## src/rtl/topk_stream_ctrl_if.sv

```systemverilog
// topk_stream_ctrl_if: handshake bundle between stream source, query controller and top-K datapath
interface topk_stream_ctrl_if #(parameter int CNT_W = 16);
  logic             start;
  logic [CNT_W-1:0] num_chunks;
  logic             in_valid;
  logic             in_ready;
  logic             sel_i_valid;
  logic             sel_o_valid;
  logic             buf_clr;
  logic             busy;
  logic             done;
  logic             timeout_err;
  logic [CNT_W-1:0] chunk_cnt;
  modport slave (
    input  start, num_chunks, in_valid, sel_o_valid,
    output in_ready, sel_i_valid, buf_clr, busy, done, timeout_err, chunk_cnt
  );
  modport master (
    output start, num_chunks, in_valid, sel_o_valid,
    input  in_ready, sel_i_valid, buf_clr, busy, done, timeout_err, chunk_cnt
  );
endinterface

```

## src/rtl/topk_stream_ctrl.sv

```systemverilog
// topk_stream_ctrl: sequences one top-K query, one chunk in flight through the selector/buffer loop
module topk_stream_ctrl #(
  parameter int CNT_W   = 16,
  parameter int TIMEOUT = 64,
  parameter int TO_W    = 7
) (
  input logic                clk,
  input logic                rst_n,
  topk_stream_ctrl_if.slave  bus
);
  localparam logic [2:0] IDLE = 3'd0, CLEAR = 3'd1, STREAM = 3'd2, WAIT = 3'd3, DONE = 3'd4;
  logic [2:0]       state, state_nxt;
  logic [CNT_W-1:0] total;
  logic [TO_W-1:0]  wd;
  logic             accept, expire;
  assign bus.in_ready    = state == STREAM;
  assign accept          = bus.in_ready & bus.in_valid;
  assign bus.sel_i_valid = accept;
  assign bus.buf_clr     = state == CLEAR;
  assign bus.busy        = state != IDLE;
  assign bus.done        = state == DONE;
  // watchdog reaches TIMEOUT on the edge that ends this WAIT cycle
  assign expire          = wd == TO_W'(TIMEOUT - 1);
  // next state; a merge result arriving on the expiry cycle still counts as a normal finish
  always_comb
    case (state)
      IDLE:    state_nxt = bus.start ? CLEAR : IDLE;
      CLEAR:   state_nxt = total != '0 ? STREAM : DONE;
      STREAM:  state_nxt = accept ? WAIT : STREAM;
      WAIT:    state_nxt = bus.sel_o_valid ? (bus.chunk_cnt == total ? DONE : STREAM) : (expire ? DONE : WAIT);
      default: state_nxt = IDLE;
    endcase
  // state, latched count, chunk counter, watchdog and sticky timeout flag
  always_ff @(posedge clk or negedge rst_n)
    if (!rst_n) begin
      state           <= IDLE;
      total           <= '0;
      wd              <= '0;
      bus.chunk_cnt   <= '0;
      bus.timeout_err <= 1'b0;
    end else begin
      state <= state_nxt;
      if (state == IDLE && bus.start) begin
        total           <= bus.num_chunks;
        bus.chunk_cnt   <= '0;
        bus.timeout_err <= 1'b0;
      end
      if (accept) begin
        bus.chunk_cnt <= bus.chunk_cnt + 1'b1;
        wd            <= '0;
      end
      if (state == WAIT) begin
        wd <= wd + 1'b1;
        if (!bus.sel_o_valid && expire) bus.timeout_err <= 1'b1;
      end
    end
endmodule

```

## src/flat_wrapper.sv

```systemverilog
// flat-port wrapper written by rule: the top's interface ports become plain ports
module topk_stream_ctrl_flat 
#(
  parameter int CNT_W   = 16,
  parameter int TIMEOUT = 64,
  parameter int TO_W    = 7
)
  (clk, rst_n, bus_start, bus_num_chunks, bus_in_valid, bus_sel_o_valid, bus_in_ready, bus_sel_i_valid, bus_buf_clr, bus_busy, bus_done, bus_timeout_err, bus_chunk_cnt);
  topk_stream_ctrl_if #(.CNT_W(CNT_W)) bus_i ();
  input logic clk;
  input logic rst_n;
  input wire logic [$bits(bus_i.start)-1:0] bus_start;
  input wire logic [$bits(bus_i.num_chunks)-1:0] bus_num_chunks;
  input wire logic [$bits(bus_i.in_valid)-1:0] bus_in_valid;
  input wire logic [$bits(bus_i.sel_o_valid)-1:0] bus_sel_o_valid;
  output wire logic [$bits(bus_i.in_ready)-1:0] bus_in_ready;
  output wire logic [$bits(bus_i.sel_i_valid)-1:0] bus_sel_i_valid;
  output wire logic [$bits(bus_i.buf_clr)-1:0] bus_buf_clr;
  output wire logic [$bits(bus_i.busy)-1:0] bus_busy;
  output wire logic [$bits(bus_i.done)-1:0] bus_done;
  output wire logic [$bits(bus_i.timeout_err)-1:0] bus_timeout_err;
  output wire logic [$bits(bus_i.chunk_cnt)-1:0] bus_chunk_cnt;
  assign bus_i.start = bus_start;
  assign bus_i.num_chunks = bus_num_chunks;
  assign bus_i.in_valid = bus_in_valid;
  assign bus_i.sel_o_valid = bus_sel_o_valid;
  assign bus_in_ready = bus_i.in_ready;
  assign bus_sel_i_valid = bus_i.sel_i_valid;
  assign bus_buf_clr = bus_i.buf_clr;
  assign bus_busy = bus_i.busy;
  assign bus_done = bus_i.done;
  assign bus_timeout_err = bus_i.timeout_err;
  assign bus_chunk_cnt = bus_i.chunk_cnt;
  topk_stream_ctrl #(.CNT_W(CNT_W), .TIMEOUT(TIMEOUT), .TO_W(TO_W)) u_core (.clk(clk), .rst_n(rst_n), .bus(bus_i));
endmodule
```

## config.mk

```make
export PLATFORM = sky130hd
export DESIGN_NAME = topk_stream_ctrl_flat
export DESIGN_NICKNAME = d
export VERILOG_FILES = /design/src/rtl/topk_stream_ctrl_if.sv /design/src/rtl/topk_stream_ctrl.sv /design/src/flat_wrapper.sv
export SDC_FILE = /design/constraint.sdc
export NUM_CORES = 1
export LEC_CHECK = 0
export CAP_MARGIN = 40
export CORE_MARGIN = 5
export CORE_UTILIZATION = 45
export CTS_BUF_LIST = sky130_fd_sc_hd__clkbuf_16
export DETAILED_ROUTE_END_ITERATION = 10
export PLACE_DENSITY_LB_ADDON = 0.1
export SYNTH_ARGS = -nofsm -noshare
export SYNTH_HDL_FRONTEND = slang
export SYNTH_SLANG_ARGS = --single-unit
```

## constraint.sdc

```tcl
create_clock -name clk -period 2.95 [get_ports clk]
set_clock_uncertainty 0.1 [all_clocks]
set_input_delay 0.59 -clock clk [delete_from_list [all_inputs] [get_ports clk]]
set_output_delay 0.59 -clock clk [all_outputs]
set_load 0.01 [all_outputs]
```

==> impl_metrics.env <==
export IMPL_grt_antenna_before_repair=0
export IMPL_synth_cell_types=40
export IMPL_synth_area_um2=2260
export IMPL_pre_cts_slack_ns=0.319
export IMPL_synth_top_area_share=0.477
export IMPL_routed_wl_um=5290
export IMPL_yosysTopAreaCell="dfrtp_1"
export IMPL_crit_chain="clkdlybuf4s50_1 -> nand4bb_4 -> inv_2 -> clkdlybuf4s50_1"
export IMPL_path_clk_slew_ns=0.06
export IMPL_synth_main_ff_cell="dfrtp_1"
export IMPL_critPathLaunchType="input pin"
export IMPL_slew_violations=0
export IMPL_fin_crit_sh=0.891
export IMPL_synthMostInstantiatedCell="nand2_1"
export IMPL_clk_path_buf_depth=2
export IMPL_setup_viol=0
export IMPL_clockRootBuffer="clkbuf_16"
export IMPL_cp_num_buf_inv=3
export IMPL_ios=43
export IMPL_grt_max_degree=23
export IMPL_n_fill_cell=445
export IMPL_status="completed"
export IMPL_wl_per_cell_um=15.0
export IMPL_final_area_um2=2900
export IMPL_rsz0062_at_grt="false"
export IMPL_setup_tns_ns=0
export IMPL_p_sw_frac=0.369
export IMPL_drt_first_pass_iters=4
export IMPL_gp_congestion=0.810
export IMPL_syn_nets=263
export IMPL_synth_warnings=0
export IMPL_fp_dieH_um=80.8
export IMPL_syn_avg_cell_area_um2=9.40
export IMPL_worstSetupPathType="in -> out"
export IMPL_via_count=1879
export IMPL_grt_pass1_wl_um=8780
export IMPL_crit_family="buffers and inverters"
export IMPL_intPower_mw=1.39
export IMPL_powerDensity_nw_per_um2=762
export IMPL_cts_buffers=5
export IMPL_syn_to_final_growth_pct=28.3
export IMPL_tightestPinTransition_ns=0.545
export IMPL_core_um2=4790
export IMPL_synth_edf_count=0
export IMPL_leakage_nw=1.37
export IMPL_cts_hold_buf=0
export IMPL_dpl_cell_area_um2=2760
export IMPL_slew_headroom=0.637
export IMPL_diodes=0
export IMPL_min_path_type="in -> async"
export IMPL_synth_common_cells="nand2_1 (71), dfrtp_1 (43), xor2_1 (16)"
export IMPL_seqPwrFrac=0.431
export IMPL_fmax_mhz=380
export IMPL_worstPathRequired_ns=2.26
export IMPL_drt_iter0_drc=107
export IMPL_path_common_cell="clkdlybuf4s50_1"
export IMPL_yosysSeqAreaShare=0.477
export IMPL_ys_top_cells_by_area="dfrtp_1 (48%), nand2_1 (12%), xor2_1 (6.2%)"
export IMPL_cp_startpoint="bus_in_valid"
export IMPL_cts_resized_gates=0
export IMPL_p_sw_uw=813
export IMPL_drive_gt1_frac=0.0667
export IMPL_synthArstFlopShare=1.00
export IMPL_r2r_slack_ns=1.14
export IMPL_dieWidth_um=80.8
export IMPL_hpwlAfterDp_um=3960
export IMPL_crit_path_top_delay_cell="clkdlybuf4s50_1"
export IMPL_clockPowerShare=0.236
export IMPL_period_needed_ns=2.63
export IMPL_ir_worst_vdd_uv=386
export IMPL_maxCapViolations=0
export IMPL_io_buffers=42
export IMPL_nNetsFinal=307
export IMPL_vias_per_cell=5.34
export IMPL_grt_pass1_vias=1768
export IMPL_crit_arrival_ns=1.94
export IMPL_dieArea_um2=6530
export IMPL_setup_ws_ns=0.322
export IMPL_grt_overflow_total=0
export IMPL_postCtsSetupBuffers=0
export IMPL_start_util=0.471
export IMPL_grt_total_usage=0.175
export IMPL_crit_fanout=9
export IMPL_ant_nets=0
export IMPL_row_count=25
export IMPL_worst_path_largest_cell_delay_ns=0.57
export IMPL_r2r_start="u_core.state[1]"
export IMPL_synth_cells=240
export IMPL_combPwrFrac=0.333
export IMPL_cts_tree="yes"
export IMPL_worstSetupEndpointType="output port"
export IMPL_htreeDepth=2
export IMPL_cts_sinks=43
export IMPL_insertion_delay_ns=0.28
export IMPL_ff2ff_path_depth=5
export IMPL_regToRegEndpoint="u_core.bus.chunk_cnt[4]"
export IMPL_drc_errors=0
export IMPL_ys_ff_latch=43
export IMPL_final_hold_viol_count=0
per-layer routing:
| metal | wire length [um] | global-route usage | vias up |
|---|---|---|---|
| li1 | - | - | 934 |
| met2 | 2540 | 0.280 | 41 |
| met1 | 2490 | 0.244 | 899 |
| met5 | 0 | 0 | - |
| met4 | 51 | 0.0456 | 0 |
| met3 | 205 | 0.0322 | 5 |
worst register-to-register path: stages (launching register included):
cell and delay, ns:
dfrtp_1 0.49, nor3_1 0.27, nand2_1 0.35, buf_4 0.32
nand3_1 0.09, o21ai_0 0.07
power groups by stage:
stage / Sequential [mW] / Combinational (mW) / Clock (mW)
CTS: 0.951 / 0.741 / 0.533
global route: 0.976 / 0.826 / 0.565
finish: 0.950 / 0.734 / 0.522
global placement: 0.958 / 0.722 / 0
detailed placement: 0.962 / 0.737 / 0
floorplan: 0.882 / 0.547 / 0
how the worst max path moves through the flow:
stage                       to  slack (ns)  cells past startpoint
6_report       bus_sel_i_valid        0.32                      4
5_1_grt        bus_sel_i_valid        0.26                      4
4_1_cts        bus_sel_i_valid        0.32                      4
3_5_place_dp   bus_sel_i_valid        0.32                      4
3_3_place_gp   bus_sel_i_valid        0.32                      4
2_1_floorplan      bus_buf_clr        1.31                      2
cell usage in the layout (no fill, tap or decap), drive strengths merged, types with 2 or more instances in the layout:
cell and n:
and3 5, nor3 5, mux2i 7, ha 2, nor2 11, nor3b 3
nand3 10, clkdlybuf4s50 41, a22o 2, dfrtp 43, inv 4, xnor2 3
nor4 8, and4 5, a31oi 3, clkbuf 5, o21ai 13, o31ai 3
buf 5, nand2 71, xor2 16, nand4 7
logic make-up after synthesis:
logic type               after synthesis  share of synthesized area
AO/OA/AOI/OAI                         29                     0.0832
XOR/XNOR                              19                     0.0738
adder cells (fa/ha/maj)                2                     0.0111
buffers and inverters                 11                     0.0244
flip-flops                            43                      0.477
multiplexers                           7                     0.0311
AND/OR/NAND/NOR                      129                      0.300
flip-flops by register name, summed over array words and instances (netlist names):
register                count
u_core.wd                   7
u_core.bus.chunk_cnt       16
u_core.bus.timeout_err      1
u_core.total               16
u_core.state                3
per-stage QoR:
stage	instances	hold slack (ns)	total power, mW	util
finish	352	0.186	2.21	0.605
global route	352	0.224	2.37	0.605
CTS	352	0.203	2.23	0.605
detailed placement	344	0.397	1.70	0.576
global placement	343	0.388	1.68	0.570
floorplan	240	0.194	1.43	-
area by class of cell:
cell class,instances,area [um2],area share
Inverter,2,7.51,0.00259
Timing Repair Buffer,46,465,0.161
Sequential cell,43,1080,0.372
Tap cell,67,83.8,0.0290
Clock buffer,5,125,0.0432
Multi-Input combinational cell,186,1120,0.389
Clock inverter,3,12.5,0.00432
No activity file was read; power rests on OpenSTA's default activity.
